File: src/rtl/pl_pkg.sv
// Shared definitions for the pipeline: widths, redirect encodings,
// bubble encoding and opcode constants used by the branch-resolution logic.
package pl_pkg;

    localparam int unsigned XLEN = 32;

    // Execute-stage redirect code. Bit 0 alone marks a taken redirect,
    // so the reserved code behaves exactly like sequential fetch.
    typedef enum logic [1:0] {
        PCSRC_SEQ  = 2'b00,
        PCSRC_BR   = 2'b01,
        PCSRC_RSVD = 2'b10,
        PCSRC_JMP  = 2'b11
    } pcsrc_e;

    // addi x0, x0, 0
    localparam logic [31:0] NOP_INSTR = 32'h0000_0013;

    localparam logic [6:0] OP_JAL    = 7'b110_1111;
    localparam logic [6:0] OP_JALR   = 7'b110_0111;
    localparam logic [6:0] OP_BRANCH = 7'b110_0011;

    // A redirect is taken whenever the low bit of the select code is set.
    function automatic logic is_redirect(input logic [1:0] pcsrc);
        return pcsrc[0];
    endfunction

endpackage

File: src/rtl/pl_if_id_reg.sv
// IF/ID pipeline register. A flush loads a bubble (NOP, not valid, PC fields
// zeroed); otherwise a stall holds every field; otherwise the fetch-stage
// values are captured and marked valid. Flush has priority over stall.
module pl_if_id_reg #(
    parameter int unsigned     XLEN      = 32,
    parameter logic [31:0]     NOP_INSTR = 32'h0000_0013
) (
    input  logic               clk,
    input  logic               rst_n,
    input  logic               stall,
    input  logic               flush,
    input  logic [31:0]        instr_f,
    input  logic [XLEN-1:0]    pc_f,
    input  logic [XLEN-1:0]    pc_plus4_f,
    output logic [31:0]        instr_d,
    output logic [XLEN-1:0]    pc_d,
    output logic [XLEN-1:0]    pc_plus4_d,
    output logic               valid_d
);

    logic [31:0]     instr_r;
    logic [XLEN-1:0] pc_r;
    logic [XLEN-1:0] pc_plus4_r;
    logic            valid_r;

    // Capture, hold or bubble the decode-stage instruction slot.
    always_ff @(posedge clk or negedge rst_n) begin
        if (!rst_n) begin
            instr_r    <= NOP_INSTR;
            pc_r       <= {XLEN{1'b0}};
            pc_plus4_r <= {XLEN{1'b0}};
            valid_r    <= 1'b0;
        end else if (flush) begin
            instr_r    <= NOP_INSTR;
            pc_r       <= {XLEN{1'b0}};
            pc_plus4_r <= {XLEN{1'b0}};
            valid_r    <= 1'b0;
        end else if (stall) begin
            instr_r    <= instr_r;
            pc_r       <= pc_r;
            pc_plus4_r <= pc_plus4_r;
            valid_r    <= valid_r;
        end else begin
            instr_r    <= instr_f;
            pc_r       <= pc_f;
            pc_plus4_r <= pc_plus4_f;
            valid_r    <= 1'b1;
        end
    end

    assign instr_d    = instr_r;
    assign pc_d       = pc_r;
    assign pc_plus4_d = pc_plus4_r;
    assign valid_d    = valid_r;

endmodule

File: src/rtl/pl_fetch_stage.sv
// Fetch stage: owns the PC, picks the next PC from the execute-stage redirect
// code, addresses instruction memory and feeds the IF/ID register. A taken
// redirect squashes the wrong-path instruction already fetched. Also keeps a
// sticky misaligned-target flag and a saturating taken-redirect counter.
module pl_fetch_stage #(
    parameter int unsigned     XLEN      = 32,
    parameter logic [XLEN-1:0] RESET_PC  = {XLEN{1'b0}},
    parameter logic [31:0]     NOP_INSTR = 32'h0000_0013,
    parameter int unsigned     CNT_W     = 16
) (
    input  logic               clk,
    input  logic               rst_n,
    input  logic               StallF,
    input  logic               StallD,
    input  logic               FlushD,
    input  logic [1:0]         PCSrcE,
    input  logic [XLEN-1:0]    BranchTargetE,
    input  logic [XLEN-1:0]    JumpTargetE,
    input  logic [31:0]        InstrF,
    output logic [XLEN-1:0]    PCF,
    output logic [31:0]        InstrD,
    output logic [XLEN-1:0]    PCD,
    output logic [XLEN-1:0]    PCPlus4D,
    output logic               ValidD,
    output logic               MisalignErr,
    output logic [CNT_W-1:0]   RedirectCount
);

    import pl_pkg::*;

    logic [XLEN-1:0]  pc_r;
    logic [XLEN-1:0]  pc_plus4_s;
    logic [XLEN-1:0]  target_s;
    logic [XLEN-1:0]  next_pc_s;
    logic             redirect_s;
    logic             ifid_flush_s;
    logic             misalign_r;
    logic [CNT_W-1:0] redirect_cnt_r;

    // Next-PC selection: a taken redirect beats a fetch stall.
    always_comb begin
        redirect_s = is_redirect(PCSrcE);
        pc_plus4_s = pc_r + {{(XLEN-3){1'b0}}, 3'd4};
        target_s   = pc_plus4_s;
        case (pcsrc_e'(PCSrcE))
            PCSRC_BR:  target_s = BranchTargetE;
            // JALR targets may carry bit 0; it is always dropped here.
            PCSRC_JMP: target_s = {JumpTargetE[XLEN-1:1], 1'b0};
            default:   target_s = pc_plus4_s;
        endcase
        next_pc_s = pc_plus4_s;
        if (redirect_s) begin
            next_pc_s = target_s;
        end else if (StallF) begin
            next_pc_s = pc_r;
        end else begin
            next_pc_s = pc_plus4_s;
        end
    end

    // Program counter register.
    always_ff @(posedge clk or negedge rst_n) begin
        if (!rst_n) begin
            pc_r <= RESET_PC;
        end else begin
            pc_r <= next_pc_s;
        end
    end

    // Sticky flag: a taken redirect landed on a target with bit 1 set.
    // The PC is still loaded unchanged; only reset clears the flag.
    always_ff @(posedge clk or negedge rst_n) begin
        if (!rst_n) begin
            misalign_r <= 1'b0;
        end else if (redirect_s && target_s[1]) begin
            misalign_r <= 1'b1;
        end else begin
            misalign_r <= misalign_r;
        end
    end

    // Taken-redirect counter, holding at all-ones instead of wrapping.
    always_ff @(posedge clk or negedge rst_n) begin
        if (!rst_n) begin
            redirect_cnt_r <= {CNT_W{1'b0}};
        end else if (redirect_s && !(&redirect_cnt_r)) begin
            redirect_cnt_r <= redirect_cnt_r + {{(CNT_W-1){1'b0}}, 1'b1};
        end else begin
            redirect_cnt_r <= redirect_cnt_r;
        end
    end

    // The instruction fetched alongside a taken redirect is on the wrong path.
    assign ifid_flush_s = FlushD | redirect_s;

    pl_if_id_reg #(
        .XLEN      (XLEN),
        .NOP_INSTR (NOP_INSTR)
    ) u_if_id (
        .clk        (clk),
        .rst_n      (rst_n),
        .stall      (StallD),
        .flush      (ifid_flush_s),
        .instr_f    (InstrF),
        .pc_f       (pc_r),
        .pc_plus4_f (pc_plus4_s),
        .instr_d    (InstrD),
        .pc_d       (PCD),
        .pc_plus4_d (PCPlus4D),
        .valid_d    (ValidD)
    );

    assign PCF           = pc_r;
    assign MisalignErr   = misalign_r;
    assign RedirectCount = redirect_cnt_r;

endmodule

File: config.mk
export PLATFORM = sky130hd
export DESIGN_NAME = pl_fetch_stage
export DESIGN_NICKNAME = d
export VERILOG_FILES = /design/src/rtl/pl_pkg.sv /design/src/rtl/pl_if_id_reg.sv /design/src/rtl/pl_fetch_stage.sv
export SDC_FILE = /design/constraint.sdc
export NUM_CORES = 1
export LEC_CHECK = 0
export CAP_MARGIN = 20
export CORE_ASPECT_RATIO = 1.1
export CORE_MARGIN = 10
export CORE_UTILIZATION = 41
export DETAILED_ROUTE_END_ITERATION = 12
export HOLD_SLACK_MARGIN = 0.05
export MAX_ROUTING_LAYER = met4
export PLACE_DENSITY = 0.76
export SLEW_MARGIN = 10
export SYNTH_ARGS = -nofsm -noshare
export SYNTH_HDL_FRONTEND = slang
export SYNTH_SLANG_ARGS = --single-unit
File: constraint.sdc
create_clock -name clk -period 2 [get_ports clk]
set_input_delay 0.6 -clock clk [delete_from_list [all_inputs] [get_ports clk]]
set_output_delay 0.6 -clock clk [all_outputs]
set_load 0.01 [all_outputs]
* Word level (Yosys, flattened, before mapping)
Cells that the tools add are included.
Operators by class: add/sub/neg operators 2, equal/unequal tests 4, multiplexer cells 11, bitwise operators 1, reductions and logical operators 4
Operator list (number):
- $mux 32 | 8
- $pmux 32 s2 | 1
- $add 32x3->32 const B | 1
- $add 16x1->16 const B | 1
- $reduce_and 16->1 | 1
- $ne 2x1->1 const B | 2
- $eq 2x1->1 const B | 1
- $eq 2x2->1 const B | 1
- $logic_and 1x1->1 | 2
- $mux 1 | 2
- $logic_not 1->1 | 1
- $or 1x1->1 | 1
Word-level totals: register bits 146, bits of input ports 103, output and inout bits 146

* Depth between registers and ports, before layout
Gate-level depths: netlist of the first run.
depth after elaboration 3, mapped depth 8, gate-level depth less buffers 5

* Cells and area by module
Synthesis of the first run repeated with hierarchy kept, for this count alone.
Second synthesis, totals: cells, all modules 718, area, all modules 7459.7 µm²
Modules (own cells, without submodules):
- pl_if_id_reg | times used 1, cells an instance 313, area each 3925.0 µm²
- pl_fetch_stage | times used 1, cells an instance 405, area each 3534.6 µm²

* Worst setup path before layout of the first run
OpenSTA, ideal clock, no wires.
kind reg2reg, from register pc_r[2], in the netlist PCF[2], to register pc_r[26], in the netlist PCF[26], library setup time 0.124 ns, arrival 2.152 ns, path slack -0.276 ns, stages on the path, launching flop included 8, path buffers 2, period minus slack after synthesis 2.276 ns, cells stage by stage dfrtp_1 ha_1 clkbuf_1 nand4b_1 or3_1 buf_1 o31a_1 o31a_1
Between the ends: cells in the longest elaborated chain, start to end 3, elaborated cells on any way between the ends 4, classes of those cells add/sub (1); mux (3)
Ends and longest elaborated chain:
- start, declared | RTL line pl_fetch_stage.sv:31 | logic [XLEN-1:0] pc_r;
- start signal, assigned | RTL line pl_fetch_stage.sv:66 | pc_r <= next_pc_s;
- $add 32x3->32 (*) | RTL line pl_fetch_stage.sv:43 | pc_plus4_s = pc_r + {{(XLEN-3){1'b0}}, 3'd4};
- $pmux 32 s2 / $mux 32 (equally long branches) | RTL line pl_fetch_stage.sv:45, pl_fetch_stage.sv:54
- $mux 32 (*) | RTL line pl_fetch_stage.sv:52 | if (redirect_s) begin
Mark *: on every way between the ends. The rest lies on a longest branch, timed or not. The select of a mux whose other input is x is not followed. A chain may end at the register's enable or synchronous reset.

* Final worst setup path of the first run
from register pc_r[3], in the netlist PCF[3], to register pc_r[29], in the netlist PCF[29]
Same word-level chain as after synthesis.

==> run_results.csv, run 1 <==
group,metric,value,unit
status,status,"finished, violations left",
status,violations,"setup timing",
clock_network,insertion_delay,430,ps
floorplan,coreArea,17000,um^2
clock_network,cts-root-buf,"clkbuf_16",
timing,finalSetupViolations,7,
timing,tightest_slew,499,ps
yosys,synth.distinct_cells,54,
finish,post-route-util,0.651,
critical_path,reg2reg_slack,-70,ps
routing,ant_nets,0,
pwr,leakagePower,0.00469,uW
yosys,synth_top_family_by_area,"compound AO/OA/AOI/OAI gates",
routing,vias,6548,
timing,finalHoldViolCount,0,
yosys,synthFlopType,"dfrtp_1",
place,dp.cells,1153,
routing,avgViaCountPerCell,5.46,
yosys,synthArstFlopShare,1.00,
finish,finalNonFillerCells,1200,
floorplan,die_x,145,um
place,gp_congestion,0.861,
hold_path,hp-class,"input port to asynchronous set/reset pin",
grt,top_usage_layer,"met2",
floorplan,initial_core_util,0.414,
finish,multi_input_area,3170,um^2
timing,skew,10.7,ps
floorplan,dieArea,22800,um^2
critical_path,r2r-end,"PCF[29]",
clock_network,h-tree-depth,4,
critical_path,cp.required,2320,ps
timing,max_freq,482,MHz
timing,rsz0062_at_grt,"true",
critical_path,cpMaxStageDelayCell,"or4_4",
yosys,synthCells,663,
routing,post_drt_wl_per_cell,20.1,um
yosys,muxShareOfSynthArea,0.0356,
finish,drive_gt1_frac,0.178,
timing,setup_tns,-221,ps
floorplan,fp-row-count,50,
routing,drt_iter0_markers,476,
critical_path,cp.buffers_inverters,2,
critical_path,crit_arrival,2390,ps
floorplan,io_pins,249,
critical_path,regToRegStartpoint,"PCF[3]",
critical_path,cp_slowest_stage_delay,590,ps
grt,grt_util_met1,0.272,
critical_path,cp_top_family,"simple AND/OR/NAND/NOR gates",
clock_network,ctsHoldBuffers,0,
clock_network,tritoncts,"yes",
critical_path,crit_chain,"buf_6 > nand4_1 > or4_4 > buf_6 > o31a_1 > o31a_1",
timing,hold_ws,120,ps
grt,met3_usage,0.0539,
yosys,syn_area,7030,um^2
grt,met2_usage,0.323,
grt,grt_max_degree,49,
yosys,synth_compound_gate_area_share,0.181,
clock_network,clock_path_buffers,2,
critical_path,critPathMaxFanout,5,
pwr,p_per_area,758,nW/um^2
floorplan,fp.dieH,157,um
routing,drc,0,
pwr,ir_drop,0.614,mV
job,cap_violations,0,
critical_path,start_kind,"register",
finish,num_antenna_cells,0,
timing,period_needed,2070,ps
critical_path,path_class,"register to register",
yosys,synth_fa_ha_area_frac,0.00356,
yosys,yosys.area_share.simple,0.167,
grt,grt.overflow.total,0,
place,hpwl,17800,um
clock_network,clk_pin_slew,60,ps
yosys,synthXorXnorAreaFrac,0.0511,
grt,grt_pass1_wl,36800,um
timing,worst_slack,-74.8,ps
critical_path,r2r_cells,6,
routing,firstDrtPassIters,6,
routing,drt_wl_total,24100,um
finish,seqCellArea,3620,um^2
yosys,synth_edf_count,0,
clock_network,cts_buffers,17,
yosys,syn_nets,768,
yosys,syn_area_per_cell,10.6,um^2
grt,grt_use_total,0.212,
finish,fillers,1327,
timing,period_share,1.04,
critical_path,cp-end-kind,"register",
timing,drv_slew,0,
yosys,synth-seq-cells,144,
place,io_buffers,247,
yosys,ys_seq_area_frac,0.513,
yosys,yosys_warnings,0,
finish,area_delta_synth_final,57.0,%
grt,grt_pass1_vias,6616,
finish,nets,1058,
timing,relSlewSlack,0.667,
grt,antenna_found_initial,0,
clock_network,clkSinkCount,144,
place,pre_cts_slack,-435,ps
==> metrics by stage <==
step / total power, uW / cell area [um^2]
2_1_floorplan: 4210 / 7180
3_3_place_gp: 5350 / 10300
3_5_place_dp: 5390 / 10300
4_1_cts: 8360 / 10800
5_1_grt: 8710 / 11000
6_report: 8370 / 11000
==> area by class of cell <==
cell class / count / share of cell area
clock buffer: 18 / 0.0389
tap: 234 / 0.0265
clock inverter: 14 / 0.0120
multi-input combinational: 441 / 0.288
timing repair buffer: 341 / 0.304
inverter: 8 / 0.00272
sequential: 144 / 0.328
==> cell usage in the layout (no fill, tap or decap), types with 10 or more instances in the layout <==
master / instances
dfrtp_2: 13
o31a_1: 20
o211ai_1: 15
xnor2_1: 32
a211oi_1: 11
mux2i_1: 16
a22o_1: 60
nor4_1: 16
nand3_1: 24
or4_1: 10
clkdlybuf4s50_1: 193
nand4_1: 16
nand2_1: 56
buf_4: 73
buf_12: 14
clkbuf_16: 18
a21oi_1: 14
nor2_1: 17
dlygate4sd2_1: 41
o21ai_0: 23
dfrtp_1: 128
nor2b_1: 12
==> synthesized netlist by cell type, types with 14 or more instances <==
| library cell | n | area (um^2) |
|---|---|---|
| mux2i_1 | 16 | 160 |
| xnor2_1 | 32 | 280 |
| clkbuf_1 | 46 | 173 |
| nand3_1 | 25 | 125 |
| nor4_1 | 20 | 125 |
| nor2_1 | 17 | 63.8 |
| o21ai_0 | 25 | 125 |
| nand2_1 | 56 | 210 |
| nand4_1 | 16 | 100 |
| a22o_1 | 60 | 526 |
| a21oi_1 | 14 | 70.1 |
| o211ai_1 | 15 | 113 |
| o31a_1 | 20 | 175 |
| dfrtp_1 | 141 | 3530 |
==> power breakdown <==
| part | internal, uW | total, uW | switching [uW] |
|---|---|---|---|
| clock network | 1730 | 3060 | 1330 |
| registers | 3150 | 3380 | 230 |
| logic | 1010 | 1930 | 922 |
==> metal layers <==
metal,part of all wire,up-vias
met5,0,-
met4,0.019,0
li1,-,3058
met2,0.47,282
met1,0.43,3174
met3,0.079,34
==> timing repair <==
item / 4_1_cts / 5_1_grt
endpoints found under the setup margin: 52 / 30
pin swaps: 1 / 11
buffers inserted: 3 / 10
gates cloned: 0 / 2
resized for setup: 58 / 27
==> worst reg2reg max path, cell delays in order, from the launching register on <==
cell,delay [ps]
dfrtp_2,400
buf_6,120
nand4_1,200
or4_4,590
buf_6,150
o31a_1,290
o31a_1,230
==> state kept, by name, indices dropped and copies added, names as in the netlist <==
name	cells
u_if_id.valid_d	1
u_if_id.pc_plus4_d	32
RedirectCount	16
MisalignErr	1
u_if_id.instr_d	32
u_if_id.pc_d	30
PCF	32
==> worst max-delay path by stage <==
stage / to / from / slack [ps] / cells past startpoint
after global placement: PCF[31] / StallF / -430 / 5
after CTS: PCF[31] / PCF[3] / -10 / 6
after floorplan: PCF[26] / StallF / -110 / 6
final: PCF[29] / PCF[3] / -70 / 6
after global routing: PCF[29] / PCF[3] / -130 / 6
after detailed placement: PCF[31] / StallF / -430 / 5
==> cells by family after synthesis <==
logic type                 after synthesis
AOI/OAI and AO/OA                      166
xor gates and xnor gates                41
adders and majority gates                2
buffers and inverters                   78
DFF                                    144
muxes                                   24
and+or+nand+nor                        208
No activity file was read; power rests on OpenSTA's default activity.
==> run 2, diff against run 1 <==
Settings changed: SETUP_SLACK_MARGIN from default to 0.15.
==> run 2 against run 1 <==
Against the previous run: sequential power hardly changed; the run still ends with setup timing left; combinational power is 10% higher; design area is 3.0% higher; critical endpoint is now PCF[22]; first-iteration DRC count is 17% higher; setup slack better by 71 ps; sequential cell count stayed put.
==> run_results.csv, run 2 (synthesized netlist as in run 1, its figures left out) <==
group,metric,value,unit
pwr,share_comb_of_total_power,0.242,
timing,finalSetupViolations,1,
place,gp_congestion,0.852,
critical_path,reg2reg_slack,-4,ps
timing,worst_slack,-3.90,ps
pwr,p_switching,2560,uW
routing,post_drt_wl_per_cell,21.3,um
critical_path,cp.required,2310,ps
critical_path,regToRegStartpoint,"PCF[2]",
routing,avgViaCountPerCell,5.65,
hold_path,hp-class,"input port to asynchronous set/reset pin",
routing,vias,7020,
floorplan,coreArea,17000,um^2
critical_path,crit_start,"PCF[2]",
finish,nets,1099,
floorplan,dieArea,22800,um^2
grt,grt_pass1_wl,39500,um
timing,drv_slew,0,
place,place_area,10200,um^2
finish,design_area,11400,um^2
timing,period_share,1.00,
routing,firstDrtPassIters,5,
critical_path,r2r-end,"PCF[22]",
status,violations,"setup timing",
timing,rsz0062_at_grt,"true",
floorplan,fp-row-count,50,
routing,ant_nets,0,
place,io_buffers,247,
clock_network,clkSinkCount,144,
critical_path,critPathMaxFanout,5,
clock_network,insertion_delay,430,ps
finish,area_delta_synth_final,61.6,%
pwr,p_per_area,776,nW/um^2
grt,grt_max_degree,47,
pwr,internal_power,6250,uW
grt,grt.overflow.total,0,
pwr,switching_share,0.291,
grt,grt_use_total,0.229,
routing,drt_wl_total,26500,um
timing,relSlewSlack,0.671,
job,cap_violations,0,
floorplan,initial_core_util,0.414,
critical_path,path_class,"register to register",
clock_network,clk_pin_slew,60,ps
place,hpwl,18200,um
critical_path,cpMaxStageDelayCell,"or4_4",
timing,max_freq,499,MHz
critical_path,start_kind,"register",
finish,final_cell_mix,"126 x dfrtp_1, 125 x dlygate4sd2_1, 96 x clkdlybuf4s50_1, 91 x buf_4, 60 x a22o_1",
clock_network,tritoncts,"yes",
clock_network,h-tree-depth,4,
finish,post-route-util,0.670,
clock_network,cts_buffers,17,
timing,tightest_slew,490,ps
clock_network,clock_path_buffers,2,
routing,drc,0,
pwr,leakagePower,0.00523,uW
grt,antenna_found_initial,1,
timing,finalHoldViolCount,0,
floorplan,fp.dieH,157,um
status,status,"finished, violations left",
timing,hold_ws,55.7,ps
clock_network,ctsHoldBuffers,0,
critical_path,crit_chain,"ha_4 > nand4_1 > or4_4 > o311a_1 > a221o_1",
critical_path,r2r_cells,5,
clock_network,cts-root-buf,"clkbuf_16",
place,pre_cts_slack,-453,ps
routing,drt_iter0_markers,558,
critical_path,cp_slowest_stage_delay,610,ps
critical_path,crit_arrival,2310,ps
pwr,seqPwrFrac,0.384,
pwr,ir_drop,0.590,mV
critical_path,cp-end-kind,"register",
finish,drive_gt1_frac,0.249,
finish,final_common_cell,"dfrtp_1",
timing,skew,7.96,ps
floorplan,io_pins,249,
floorplan,die_x,145,um
timing,period_needed,2000,ps
pwr,clkPwrFrac,0.374,
grt,grt_pass1_vias,7004,
==> run 2: cell type report <==
type | count | area [um^2]
diodes | 2 | 5.00
repair buffers | 379 | 3510
fillers | 1320 | 5600
multi-input cells | 444 | 3290
inverters | 8 | 30.0
clock inverters | 13 | 161
clock buffers | 19 | 443
well taps | 234 | 293
flip-flops and latches | 144 | 3630
==> run 2: metal layers <==
layer,part of all wire,up-vias,GRT usage
met5,0,-,-
met4,0.039,0,0.0862
met3,0.089,76,0.0576
met2,0.47,391,0.354
met1,0.41,3391,0.284
li1,-,3162,-
==> run 2: worst max-delay path by stage <==
stage	to	depth (start not counted)
2_1_floorplan	PCF[26]	6
4_1_cts	PCF[11]	3
6_report	PCF[22]	5
3_3_place_gp	PCF[31]	5
5_1_grt	PCF[22]	5
3_5_place_dp	PCF[31]	5
==> run 2: metrics by stage <==
stage	instances	total power, uW	setup TNS, ps
floorplan	663	4220	-747
global placement	1148	5320	-7860
detailed placement	1148	5350	-9920
CTS	1220	8710	0
global route	1242	9150	-195
finish	1243	8810	-3.90
==> run 2: critical path: cells and delay by family (launching register included) <==
| kind | cells | cell delay (ps) |
|---|---|---|
| AND/OR/NAND/NOR | 2 | 720 |
| AO/OA/AOI/OAI | 2 | 630 |
| flip-flops | 1 | 380 |
| adder cells (fa/ha/maj) | 1 | 160 |
==> run 2: power groups by stage <==
stage	logic, uW	clock network (uW)	registers [uW]
after global routing	2280	3450	3420
final	2130	3290	3390
after global placement	1880	0	3440
after detailed placement	1910	0	3440
after floorplan	696	0	3520
after CTS	2010	3320	3380
==> run 2: timing repair <==
action	4_1_cts	5_1_grt
resized for setup	232	52
setup buffers	37	21
pin swaps	14	20
cloned	3	0
setup endpoints to repair	175	54
